## src/rtl/door_lock_controller.sv

```systemverilog
`default_nettype none
// ============================================================================
// Module   : door_lock_controller
// Purpose  : Sequential door-lock stage behind the employee access comparator.
//            Releases the strike for a timed window on a valid code, counts
//            consecutive failed entries and enforces a timed lockout with a
//            one-cycle intruder alert, and forces the door open while the
//            emergency exit request is asserted.
// Ports    : clk            - system clock, rising edge
//            rst            - asynchronous, active-high reset
//            code_valid     - one-cycle strobe, code presented this cycle
//            code_match     - comparator result, qualified by code_valid
//            emergency      - level-sensitive fire/earthquake exit request
//            unlock         - door strike release (registered)
//            lockout        - keypad refusal indicator (registered)
//            intruder_alert - one-cycle pulse on lockout entry (registered)
//            fail_count     - current consecutive-failure count
//            state          - 00 LOCKED, 01 UNLOCKED, 10 LOCKOUT, 11 EMERGENCY
// Revision : 1.0 - initial release
// ============================================================================
module door_lock_controller #(
  parameter int unsigned UNLOCK_CYCLES  = 8,   // 1..65535
  parameter int unsigned MAX_FAILS      = 3,   // 1..7
  parameter int unsigned LOCKOUT_CYCLES = 16   // 1..65535
) (
  input  logic       clk,
  input  logic       rst,
  input  logic       code_valid,
  input  logic       code_match,
  input  logic       emergency,
  output logic       unlock,
  output logic       lockout,
  output logic       intruder_alert,
  output logic [2:0] fail_count,
  output logic [1:0] state
);

  typedef enum logic [1:0] {
    ST_LOCKED    = 2'b00,
    ST_UNLOCKED  = 2'b01,
    ST_LOCKOUT   = 2'b10,
    ST_EMERGENCY = 2'b11
  } state_t;

  // Timers are loaded with N-1 and run down to 0 inclusive, giving N cycles.
  localparam logic [15:0] C_UNLOCK_RELOAD  = 16'(UNLOCK_CYCLES - 1);
  localparam logic [15:0] C_LOCKOUT_RELOAD = 16'(LOCKOUT_CYCLES - 1);
  localparam logic [3:0]  C_MAX_FAILS      = 4'(MAX_FAILS);

  state_t      r_state;
  state_t      w_state_next;
  logic [15:0] r_timer;
  logic [15:0] w_timer_next;
  logic [2:0]  r_fail_count;
  logic [2:0]  w_fail_next;
  logic        r_alert;
  logic        w_alert_next;
  logic        r_unlock;
  logic        r_lockout;
  logic        w_unlock_next;
  logic        w_lockout_next;
  logic [3:0]  w_fail_inc;

  // One bit wider than the counter so the comparison cannot wrap at 7.
  assign w_fail_inc = {1'b0, r_fail_count} + 4'd1;

  always_comb begin
    w_state_next = r_state;
    w_timer_next = r_timer;
    w_fail_next  = r_fail_count;
    w_alert_next = 1'b0;

    if (emergency) begin
      // Emergency overrides everything, including any pending expiry.
      w_state_next = ST_EMERGENCY;
      w_fail_next  = 3'd0;
      w_timer_next = 16'd0;
    end else begin
      case (r_state)
        ST_LOCKED: begin
          if (code_valid) begin
            if (code_match) begin
              w_state_next = ST_UNLOCKED;
              w_timer_next = C_UNLOCK_RELOAD;
              w_fail_next  = 3'd0;
            end else if (w_fail_inc < C_MAX_FAILS) begin
              w_fail_next = w_fail_inc[2:0];
            end else begin
              w_state_next = ST_LOCKOUT;
              w_timer_next = C_LOCKOUT_RELOAD;
              w_fail_next  = 3'd0;
              w_alert_next = 1'b1;
            end
          end
        end
        ST_UNLOCKED: begin
          // A fresh valid code restarts the window, even on the final cycle.
          // Mismatches here are ignored and never counted.
          if (code_valid && code_match) begin
            w_timer_next = C_UNLOCK_RELOAD;
          end else if (r_timer == 16'd0) begin
            w_state_next = ST_LOCKED;
          end else begin
            w_timer_next = r_timer - 16'd1;
          end
        end
        ST_LOCKOUT: begin
          if (r_timer == 16'd0) begin
            w_state_next = ST_LOCKED;
          end else begin
            w_timer_next = r_timer - 16'd1;
          end
        end
        ST_EMERGENCY: begin
          w_state_next = ST_LOCKED;
          w_fail_next  = 3'd0;
        end
        default: begin
          w_state_next = ST_LOCKED;
        end
      endcase
    end
  end

  // Outputs are registered copies of the next-state decode, so they follow
  // the registered state exactly (Moore) with no combinational path to ports.
  assign w_unlock_next  = (w_state_next == ST_UNLOCKED) ||
                          (w_state_next == ST_EMERGENCY);
  assign w_lockout_next = (w_state_next == ST_LOCKOUT);

  always_ff @(posedge clk or posedge rst) begin
    if (rst) begin
      r_state      <= ST_LOCKED;
      r_timer      <= 16'd0;
      r_fail_count <= 3'd0;
      r_alert      <= 1'b0;
      r_unlock     <= 1'b0;
      r_lockout    <= 1'b0;
    end else begin
      r_state      <= w_state_next;
      r_timer      <= w_timer_next;
      r_fail_count <= w_fail_next;
      r_alert      <= w_alert_next;
      r_unlock     <= w_unlock_next;
      r_lockout    <= w_lockout_next;
    end
  end

  assign unlock         = r_unlock;
  assign lockout        = r_lockout;
  assign intruder_alert = r_alert;
  assign fail_count     = r_fail_count;
  assign state          = r_state;

endmodule
`default_nettype wire

```

## config.mk

```make
export PLATFORM = sky130hd
export DESIGN_NAME = door_lock_controller
export DESIGN_NICKNAME = d
export VERILOG_FILES = /design/src/rtl/door_lock_controller.sv
export SDC_FILE = /design/constraint.sdc
export NUM_CORES = 1
export LEC_CHECK = 0
export CORE_UTILIZATION = 51
export DETAILED_ROUTE_END_ITERATION = 6
export MAX_ROUTING_LAYER = met4
export PLACE_DENSITY = 0.74
export SETUP_SLACK_MARGIN = 0.5
export SYNTH_ARGS = -nofsm -noshare
export SYNTH_HDL_FRONTEND = slang
export SYNTH_SLANG_ARGS = --single-unit
export TNS_END_PERCENT = 30
```

## constraint.sdc

```tcl
create_clock -name clk -period 2 [get_ports clk]
set_clock_uncertainty 0.15 [all_clocks]
set_input_delay 0.6 -clock clk [delete_from_list [all_inputs] [get_ports clk]]
set_output_delay 0.6 -clock clk [all_outputs]
set_load 0.1 [all_outputs]
```

Word level (Yosys, flattened, before mapping)
Cells that the tools add are included.
{"block": "word_totals", "register_bits": 24, "in_bits": 5, "output_inout_bits": 8}
{"block": "classes", "add_sub_neg": 2, "n_lt_le_gt_ge": 1, "n_eq_ne": 8, "n_mux": 24, "reduce_logical": 8}
{"operator": "two-way mux 16 bit", "n": 6}
{"operator": "case mux 16 bit (3 select lines)", "n": 1}
{"operator": "zero test 16 bit", "n": 1}
{"operator": "subtractor 16 x 1 -> 16 bit, second input constant", "n": 1}
{"operator": "two-way mux 2 bit", "n": 6}
{"operator": "two-way mux 3 bit", "n": 4}
{"operator": "equality test 2 bit, second input constant", "n": 4}
{"operator": "case mux 2 bit (4 select lines)", "n": 1}
{"operator": "case mux 3 bit (2 select lines)", "n": 1}
{"operator": "two-way mux 1 bit", "n": 5}
{"operator": "adder 3 x 1 -> 4 bit, second input constant", "n": 1}
{"operator": "equality test 2 x 1 -> 1 bit, second input constant", "n": 2}
{"operator": "< comparator 4 x 2 -> 1 bit, second input constant", "n": 1}
{"operator": "!= test 4 bit, second input constant", "n": 1}
{"operator": "nonzero test 4 bit", "n": 1}
{"operator": "!= test 3 bit, second input constant", "n": 1}
{"operator": "AND reduction 3 bit", "n": 1}
{"operator": "nonzero test 3 bit", "n": 1}
{"operator": "zero test 2 bit", "n": 1}
{"operator": "AND reduction 2 bit", "n": 1}
{"operator": "logical AND 1 bit", "n": 1}
{"operator": "logical OR 1 bit", "n": 1}

Depth between registers and ports, before layout
Gate-level depths: netlist (run 1).
{"block": "logic_depth", "word_depth": 9, "depth_mapped": 9, "depth_no_buf": 7}

Worst setup path after synthesis (run 1)
OpenSTA, ideal clock, no wires.
{"block": "synth_path", "kind": "register -> register", "from": "reg r_state[0], in the netlist state[0]", "to": "reg r_timer[3]", "setup_time_ns": 0.124, "arrival_ns": 2.528, "required_time_ns": 1.726, "path_slack_ns": -0.802, "stages_incl_launch_ff": 9, "path_buffers": 1, "cell_sequence": "dfrtp_1 -> inv_1 -> ha_1 -> nor2_1 -> o22ai_1 -> or2_2 -> clkbuf_1 -> o211a_1 -> a211o_1"}
{"block": "synth_via", "elab_chain_len": 3}
{"item": "start: declaration", "line_no": "50", "rtl": "state_t r_state;"}
{"item": "start signal: assignment", "line_no": "140", "rtl": "r_state <= w_state_next;"}
{"item": "equality test 2 bit, or another cell as far along", "line_no": "79", "rtl": "case (r_state)"}
{"item": "case mux 16 bit (3 select lines), or another cell as far along", "line_no": "79"}
{"item": "two-way mux 16 bit / AND reduction 3 bit (equally long branches)"}
{"item": "end signal: assignment", "line_no": "141", "rtl": "r_timer <= w_timer_next;"}
{"item": "end: declaration", "line_no": "52", "rtl": "logic [15:0] r_timer;"}
Parallel ways exist; a longest one is shown, timed or not.
A chain may end at the register's enable or synchronous reset.

Worst setup path after layout (run 1)
{"block": "layout_path", "from": "reg r_timer[0]", "to": "reg r_timer[2]"}
{"block": "layout_via", "elab_chain_len": 5}
{"item": "subtractor 16 x 1 -> 16 bit / zero test 16 bit (equally long branches)"}
{"item": "two-way mux 16 bit *", "line_no": "101, 108"}
{"item": "two-way mux 16 bit", "line_no": "99", "rtl": "if (code_valid && code_match) begin"}
{"item": "case mux 16 bit (3 select lines) *", "line_no": "79"}
{"item": "two-way mux 16 bit *", "line_no": "73", "rtl": "if (emergency) begin"}
Every way passes the cells marked *; elsewhere a longest branch is shown, timed or not.

==> results_dict.tcl, run 1 <==
set metrics [dict create \
    seq_area_frac_synth_pct 36.9 \
    crit_arrival_ns 2.47 \
    ys_seq_elements 23 \
    crit_buf_inv 3 \
    die_h_um 57.3 \
    ff_latch_area_um2 592 \
    place_inst 274 \
    place_hpwl_um 3230 \
    drtIter0Drc 278 \
    crit_top_cell "buf_4" \
    gp_congestion 0.910 \
    clkTransAtPathRegs_ns 0.15 \
    fin_cells 290 \
    syn_inst 181 \
    synth-main-ff-cell "dfrtp_1" \
    pwr-share-seq_pct 15.0 \
    r2r_start "r_timer[0]" \
    yosysTopAreaCell "dfrtp_1" \
    synth_edf_count 0 \
    ioPinCount 13 \
    outcome "finished with violations" \
    power_density_nw_per_um2 1770 \
    grt_max_degree 24 \
    die_area_um2 3280 \
    yosys-top-cells-area "dfrtp_1 (37%), ha_1 (5.6%), o21ai_0 (5.1%)" \
    clock_power_share_pct 5.1 \
    grt_pass1_vias 1850 \
    diodes 0 \
    worst_pin_slew_ns 0.570 \
    p_sw_mw 2.51 \
    crit_path_start "r_timer[0]" \
    firstDrtPassIters 7 \
    cp-end-kind "register" \
    p_int_mw 2.28 \
    syn_avg_cell_area_um2 8.61 \
    fmaxAchievable_ghz 0.420 \
    pre_cts_slack_ns -0.859 \
    synth_most_common_cell "dfrtp_1" \
    cp_slowest_stage_delay_ns 0.46 \
    ant_nets 0 \
    relSlewSlack_pct 61.9 \
    grt.overflow.total 0 \
    fin_nets 272 \
    fp.dieW_um 57.3 \
    synth_top_area_share_pct 36.9 \
    cts-buffers-inserted 3 \
    port_buffers 12 \
    hp-start "r_timer[14]" \
    hold_violations 0 \
    antenna_found_initial 0 \
    multi_input_area_um2 1220 \
    yosysWarnings 0 \
    grt.total_usage_pct 36.8 \
    async_reset_ff_share_pct 100 \
    synth_common_cells "dfrtp_1 (23), nor2_1 (17), o21ai_0 (16)" \
    wl_per_cell_um 26.8 \
    pwr-share-comb_pct 79.9 \
    root_buffer "clkbuf_4" \
    power_mw 4.79 \
    vias 2196 \
    finalCritPeriodShare_pct 119 \
    crit_fanout 4 \
    routed_wl_um 7770 \
    switching_share_pct 52.4 \
    grt_pass1_wl_um 8960 \
    start_kind "register" \
    path_delay_family "simple AND/OR/NAND/NOR gates" \
    required_ns 2.09 \
    cts_buffer_depth 2 \
    cts_sinks 23 \
    hold_slack_ns 0.454 \
    path_cells "inv_2 > ha_4 > or3b_4 > nor3_4 > buf_4 > buf_4 > a21oi_1 > a21boi_1 > o2bb2ai_1" \
    violations "DRC, setup timing" \
    cts_tree "yes" \
    maxSlewViolCount 0 \
    holdBufCountCts 0 \
    ys_types 48 \
    htree_levels 1 \
    viasPerCell 7.57 \
    clock_latency_ns 0.33 \
    setup_viol 23 \
    layout_min_cycle_time_ns 2.38 \
    cp_slowest_cell "dfrtp_1" \
    setup_tns_ns -5.12 \
    coreArea_um2 2830 \
    layout_setup_ws_ns -0.378 \
    min_path_type "reg -> reg" \
    crit_type "reg -> reg" \
    peakVddDrop_mv 1.48 \
    initial_core_util_pct 55.1 \
    max-cap-violations 0 \
    rows 19 \
    syn_area_um2 1560 \
    rsz0062_at_grt "true" \
    drc 5 \
    drive_gt1_share_pct 55.2 \
    nFillCells 65 \
    areaGrowthSynthToFinish_pct 73.4 \
    p_leak_nw 1.21 \
    syn-num-nets 193 \
]
registers in the layout (all words and copies together), names as in the netlist:
name / cells
lockout: 1
fail_count: 3
state: 2
r_timer: 16
intruder_alert: 1
metal layers:
| metal | global-route usage, % | up-vias | part of all wire, % | routed length, um |
|---|---|---|---|---|
| met2 | 60.2 | 237 | 45 | 3530 |
| met4 | 19.2 | 0 | 12 | 901 |
| met5 | - | - | 0 | 0 |
| met1 | 45.3 | 1008 | 32 | 2490 |
| met3 | 3.40 | 115 | 11 | 846 |
| li1 | - | 836 | - | - |
worst reg2reg max path, cell delays in order (launching register included):
cell	delay, ns
dfrtp_1	0.46
inv_2	0.11
ha_4	0.15
or3b_4	0.40
nor3_4	0.24
buf_4	0.19
buf_4	0.10
a21oi_1	0.10
a21boi_1	0.29
o2bb2ai_1	0.09
final timing paths:
| path | to | slack [ns] | depth (start not counted) |
|---|---|---|---|
| max | r_timer[2] | -0.38 | 9 |
| min | r_timer[14] | 0.45 | 2 |
| max reg2reg | r_timer[2] | -0.38 | 9 |
| min reg2reg | r_timer[14] | 0.45 | 2 |
| max in group asynchronous | state[1] | 0.95 | 3 |
| min in group asynchronous | r_timer[9] | 0.48 | 3 |
final cells by class:
cell class | instances | area share [%]
Multi-Input combinational cell | 138 | 45.1
Timing Repair Buffer | 84 | 29.0
Sequential cell | 23 | 21.9
Inverter | 10 | 1.57
Tap cell | 31 | 1.44
Clock buffer | 4 | 0.973
cells in the final DEF, fill, tap and decap left out, types with 2 or more instances in the layout:
cell / n
ha_4: 7
buf_6: 12
dlygate4sd2_1: 2
nor3_4: 4
or4_4: 2
a311oi_1: 2
nor3_1: 6
a31oi_1: 6
nor2_1: 14
o21ai_0: 5
inv_2: 2
o31ai_2: 5
o22ai_1: 3
clkbuf_4: 3
dfrtp_1: 18
nor2_4: 3
a211o_1: 2
o31ai_1: 3
a21oi_1: 4
o21ai_2: 4
nand3_1: 3
or3_1: 2
buf_4: 60
o21ai_1: 8
nand2_1: 9
nor3_2: 3
dfrtp_4: 4
a21oi_2: 2
and2_4: 2
inv_4: 2
clkdlybuf4s50_1: 2
nand3_2: 2
inv_1: 6
a211oi_1: 2
buf_12: 8
repair_timing:
action	in CTS	in global routing
setup endpoints to repair	31	31
buffers inserted	7	4
pin swaps	12	12
gates resized for setup	42	28
cloned	1	0
power by group through the flow:
stage | Sequential [mW] | Combinational, mW | Clock [mW]
after floorplan | 0.949 | 1.47 | 0
after global placement | 0.683 | 2.71 | 0
after detailed placement | 0.689 | 2.79 | 0
after CTS | 0.680 | 3.11 | 0.234
after global routing | 0.720 | 3.97 | 0.252
final | 0.718 | 3.83 | 0.243
kinds of logic after synthesis:
family	count (synthesis)	synth area share, %
buffers and inverters	20	5.54
adders and majority gates	7	5.62
and+or+nand+nor	65	23.1
DFF	23	36.9
AOI/OAI and AO/OA	65	28.2
muxes	1	0.643
metrics by stage:
| stage | instance area (um2) | util (%) |
|---|---|---|
| after floorplan | 1700 | - |
| after global placement | 2320 | 82.2 |
| after detailed placement | 2320 | 82.2 |
| after CTS | 2550 | 90.0 |
| after global routing | 2700 | 95.5 |
| final | 2700 | 95.5 |
Note: power is estimated with default switching activity, not from simulation.
==> run 2, diff against run 1 <==
Settings changed: CTS_CLUSTER_DIAMETER set to 80.
==> results of run 2 <==
Final layout, timing and power as in run 1 (identical DEF).
==> run 3, diff against run 2 <==
==> constraint.sdc (replaced) <==
create_clock -name clk -period 2 [get_ports clk]
set_clock_uncertainty 0.15 [all_clocks]
set_input_delay 0.4 -clock clk [delete_from_list [all_inputs] [get_ports clk]]
set_output_delay 0.4 -clock clk [all_outputs]
set_load 0.1 [all_outputs]
==> results_dict.tcl, run 3 <==
set metrics [dict create \
    syn_avg_cell_area_um2 8.61 \
    worst_endpoint "r_timer[15]$_DFFE_PP0P_/D" \
    syn_inst 181 \
    grt_max_degree 24 \
    synth_edf_count 0 \
    error "[ERROR GRT-0232] Routing congestion too high. Check the congestion heatmap in the GUI." \
    ys_types 48 \
    initial_core_util_pct 55.1 \
    fp.dieW_um 57.3 \
    cts-buffers-inserted 3 \
    place_hpwl_um 3450 \
    synth_top_area_share_pct 36.9 \
    ioPinCount 13 \
    worst-ep-kind "register data pin" \
    lastStage "global routing (5_1_grt)" \
    dpl_cell_area_um2 2330 \
    syn-num-nets 193 \
    yosysWarnings 0 \
    die_h_um 57.3 \
    rows 19 \
    yosys-top-cells-area "dfrtp_1 (37%), ha_1 (5.6%), o21ai_0 (5.1%)" \
    cts_buffer_depth 2 \
    seq_area_frac_synth_pct 36.9 \
    grt.overflow.total 105 \
    synth_most_common_cell "dfrtp_1" \
    synth-main-ff-cell "dfrtp_1" \
    root_buffer "clkbuf_4" \
    cts_sinks 23 \
    ys_seq_elements 23 \
    outcome "did not finish" \
    htree_levels 1 \
    synth_common_cells "dfrtp_1 (23), nor2_1 (17), o21ai_0 (16)" \
    syn_area_um2 1560 \
    yosysTopAreaCell "dfrtp_1" \
    gp_congestion 0.939 \
    async_reset_ff_share_pct 100 \
    holdBufCountCts 0 \
    grt.total_usage_pct 83.0 \
    port_buffers 12 \
]
[run 3: stage by stage]
stage	cells	hold WS, ns	TNS (ns)	worst slack [ns]
2_1_floorplan	181	0.252	-1.52	-0.138
3_3_place_gp	275	0.380	-6.74	-0.503
3_5_place_dp	275	0.390	-8.65	-0.655
4_1_cts	292	0.271	-1.31	-0.197
[run 3: logic make-up after synthesis]
family | share of synthesized area, %
simple gates | 23.1
fa+ha+maj | 5.62
mux | 0.643
buf+inv | 5.54
flops | 36.9
compound gates | 28.2
[run 3: per-layer routing]
metal	GRT usage (%)	GRT overflow
met1	83.5	1
met2	101	48
met3	47.8	1
met4	99.0	55
met5	-	-
[run 3: timing repair]
action,in CTS
buffers inserted,12
endpoints found under the setup margin,29
pin swaps,19
gates cloned,1
hold endpoints to repair,0
resized for setup,40
==> run 4, diff against run 3 <==
Settings changed: CORE_UTILIZATION 51 to 40, CTS_CLUSTER_DIAMETER 80 to not set, MAX_ROUTING_LAYER met4 to not set, PLACE_DENSITY 0.74 to not set, PLACE_DENSITY_LB_ADDON set to 0.15, SETUP_SLACK_MARGIN 0.5 to not set.
Clock period 2 ns to 2.6 ns, I/O delays scaled along.
==> results_dict.tcl, run 4 (synthesis results as in run 1) <==
set metrics [dict create \
    pre_cts_slack_ns -0.124 \
    fin_cells 247 \
    power_mw 2.33 \
    grt.met3_usage_pct 2.14 \
    ioPinCount 13 \
    cts_tree "yes" \
    relSlewSlack_pct 56.4 \
    crit_fanout 8 \
    hold_depth 1 \
    grt_max_degree 24 \
    r2r_start "r_timer[0]" \
    cts-buffers-inserted 3 \
    largest_reg_flops 16 \
    p_leak_nw 0.827 \
    hold_violations 0 \
    rrSetupSlack_ns 0.22 \
    hold_path_end "r_timer[10]" \
    port_buffers 12 \
    drive_gt1_share_pct 19.6 \
    drtIter0Drc 82 \
    areaGrowthSynthToFinish_pct 17.0 \
    fin_nets 212 \
    crit_arrival_ns 2.44 \
    ant_nets 0 \
    required_ns 2.66 \
    root_buffer "clkbuf_8" \
    drc 0 \
    gp_congestion 0.831 \
    top_usage_layer "met2" \
    vias 1468 \
    firstDrtPassIters 5 \
    setup_viol 0 \
    fp.dieW_um 64.4 \
    clkTransAtPathRegs_ns 0.09 \
    power_density_nw_per_um2 1280 \
    dpl_cell_area_um2 1760 \
    hp-start "r_timer[10]" \
    finalCritPeriodShare_pct 91.7 \
    cts_sinks 23 \
    fin_area_um2 1820 \
    cts_setup_buffers 0 \
    layout_setup_ws_ns 0.215 \
    grt.overflow.total 0 \
    crit_path_start "r_timer[0]" \
    grt.total_usage_pct 20.7 \
    coreArea_um2 3690 \
    peakVddDrop_mv 0.712 \
    place_inst 243 \
    maxSlewViolCount 0 \
    layout_min_cycle_time_ns 2.38 \
    r2r_cells 8 \
    final_cell_mix "buf_4 (20), dfrtp_1 (19), nor2_1 (17), o21ai_0 (16), nand2_1 (11)" \
    viasPerCell 5.94 \
    die_h_um 64.4 \
    crit_type "reg -> reg" \
    fmaxAchievable_ghz 0.419 \
    cp_slowest_stage_delay_ns 0.43 \
    setup_tns_ns 0 \
    start_kind "register" \
    grt_pass1_vias 1461 \
    grtUsageMet1_pct 24.8 \
    path_cells "inv_1 > ha_1 > or3b_1 > nor3_2 > buf_4 > nand2_1 > or4_1 > o21ai_1" \
    holdBufCountCts 0 \
    initial_core_util_pct 42.2 \
    reg2reg_to "r_timer[10]" \
    diodes 0 \
    clock_latency_ns 0.28 \
    layout_commonest_cell "buf_4" \
    hold_slack_ns 0.383 \
    routed_wl_um 3890 \
    wl_per_cell_um 15.8 \
    met2_usage_pct 37.2 \
    cp_slowest_cell "or3b_1" \
    max-cap-violations 0 \
    worst_pin_slew_ns 0.650 \
    cts_buffer_depth 2 \
    top_register "r_timer" \
    rsz0062_at_grt "false" \
    min_path_type "reg -> reg" \
    grt_pass1_wl_um 6690 \
    htree_levels 1 \
    rows 22 \
    antenna_found_initial 0 \
    cp-end-kind "register" \
    place_hpwl_um 2950 \
    outcome "finished, final reports clean" \
    die_area_um2 4150 \
    final_util_pct 49.4 \
]
[run 4: where the power goes]
| group | leakage [nW] | total, mW | internal, mW | switching, mW |
|---|---|---|---|---|
| registers | 0.307 | 0.515 | 0.432 | 0.0838 |
| logic | 0.498 | 1.57 | 0.549 | 1.02 |
| clock network | 0.0217 | 0.240 | 0.109 | 0.131 |
[run 4: how the worst max path moves through the flow]
stage,endpoint,slack (ns)
6_report,r_timer[10],0.22
5_1_grt,r_timer[10],0.07
4_1_cts,r_timer[4],0.03
3_5_place_dp,r_timer[4],-0.12
3_3_place_gp,r_timer[8],-0.03
2_1_floorplan,r_timer[3],0.13
[run 4: what timing repair did]
action | 4_1_cts | 5_1_grt
hold endpoints to repair | 0 | 0
endpoints found under the setup margin | 0 | 10
gates resized for setup | 0 | 2
[run 4: cell type report]
type / count / area (um2)
multi-input cells: 138 / 906
clock buffers: 3 / 41.3
inverters: 10 / 37.5
clock inverters: 1 / 7.51
well taps: 48 / 60.1
fillers: 368 / 1870
repair buffers: 24 / 190
flip-flops and latches: 23 / 581
[run 4: critical path, delay by kind of cell, from the launching register on]
kind,cells,cell delay [ns]
and+or+nand+nor,4,1.10
DFF,1,0.39
buffers and inverters,2,0.33
adders and majority gates,1,0.22
AOI/OAI and AO/OA,1,0.13
[run 4: layer usage]
metal  routed length (um)  part of all wire (%)
met5                    0                     0
met3                  132                   3.4
met4                   38                  0.98
met1                 1760                    45
met2                 1960                    50
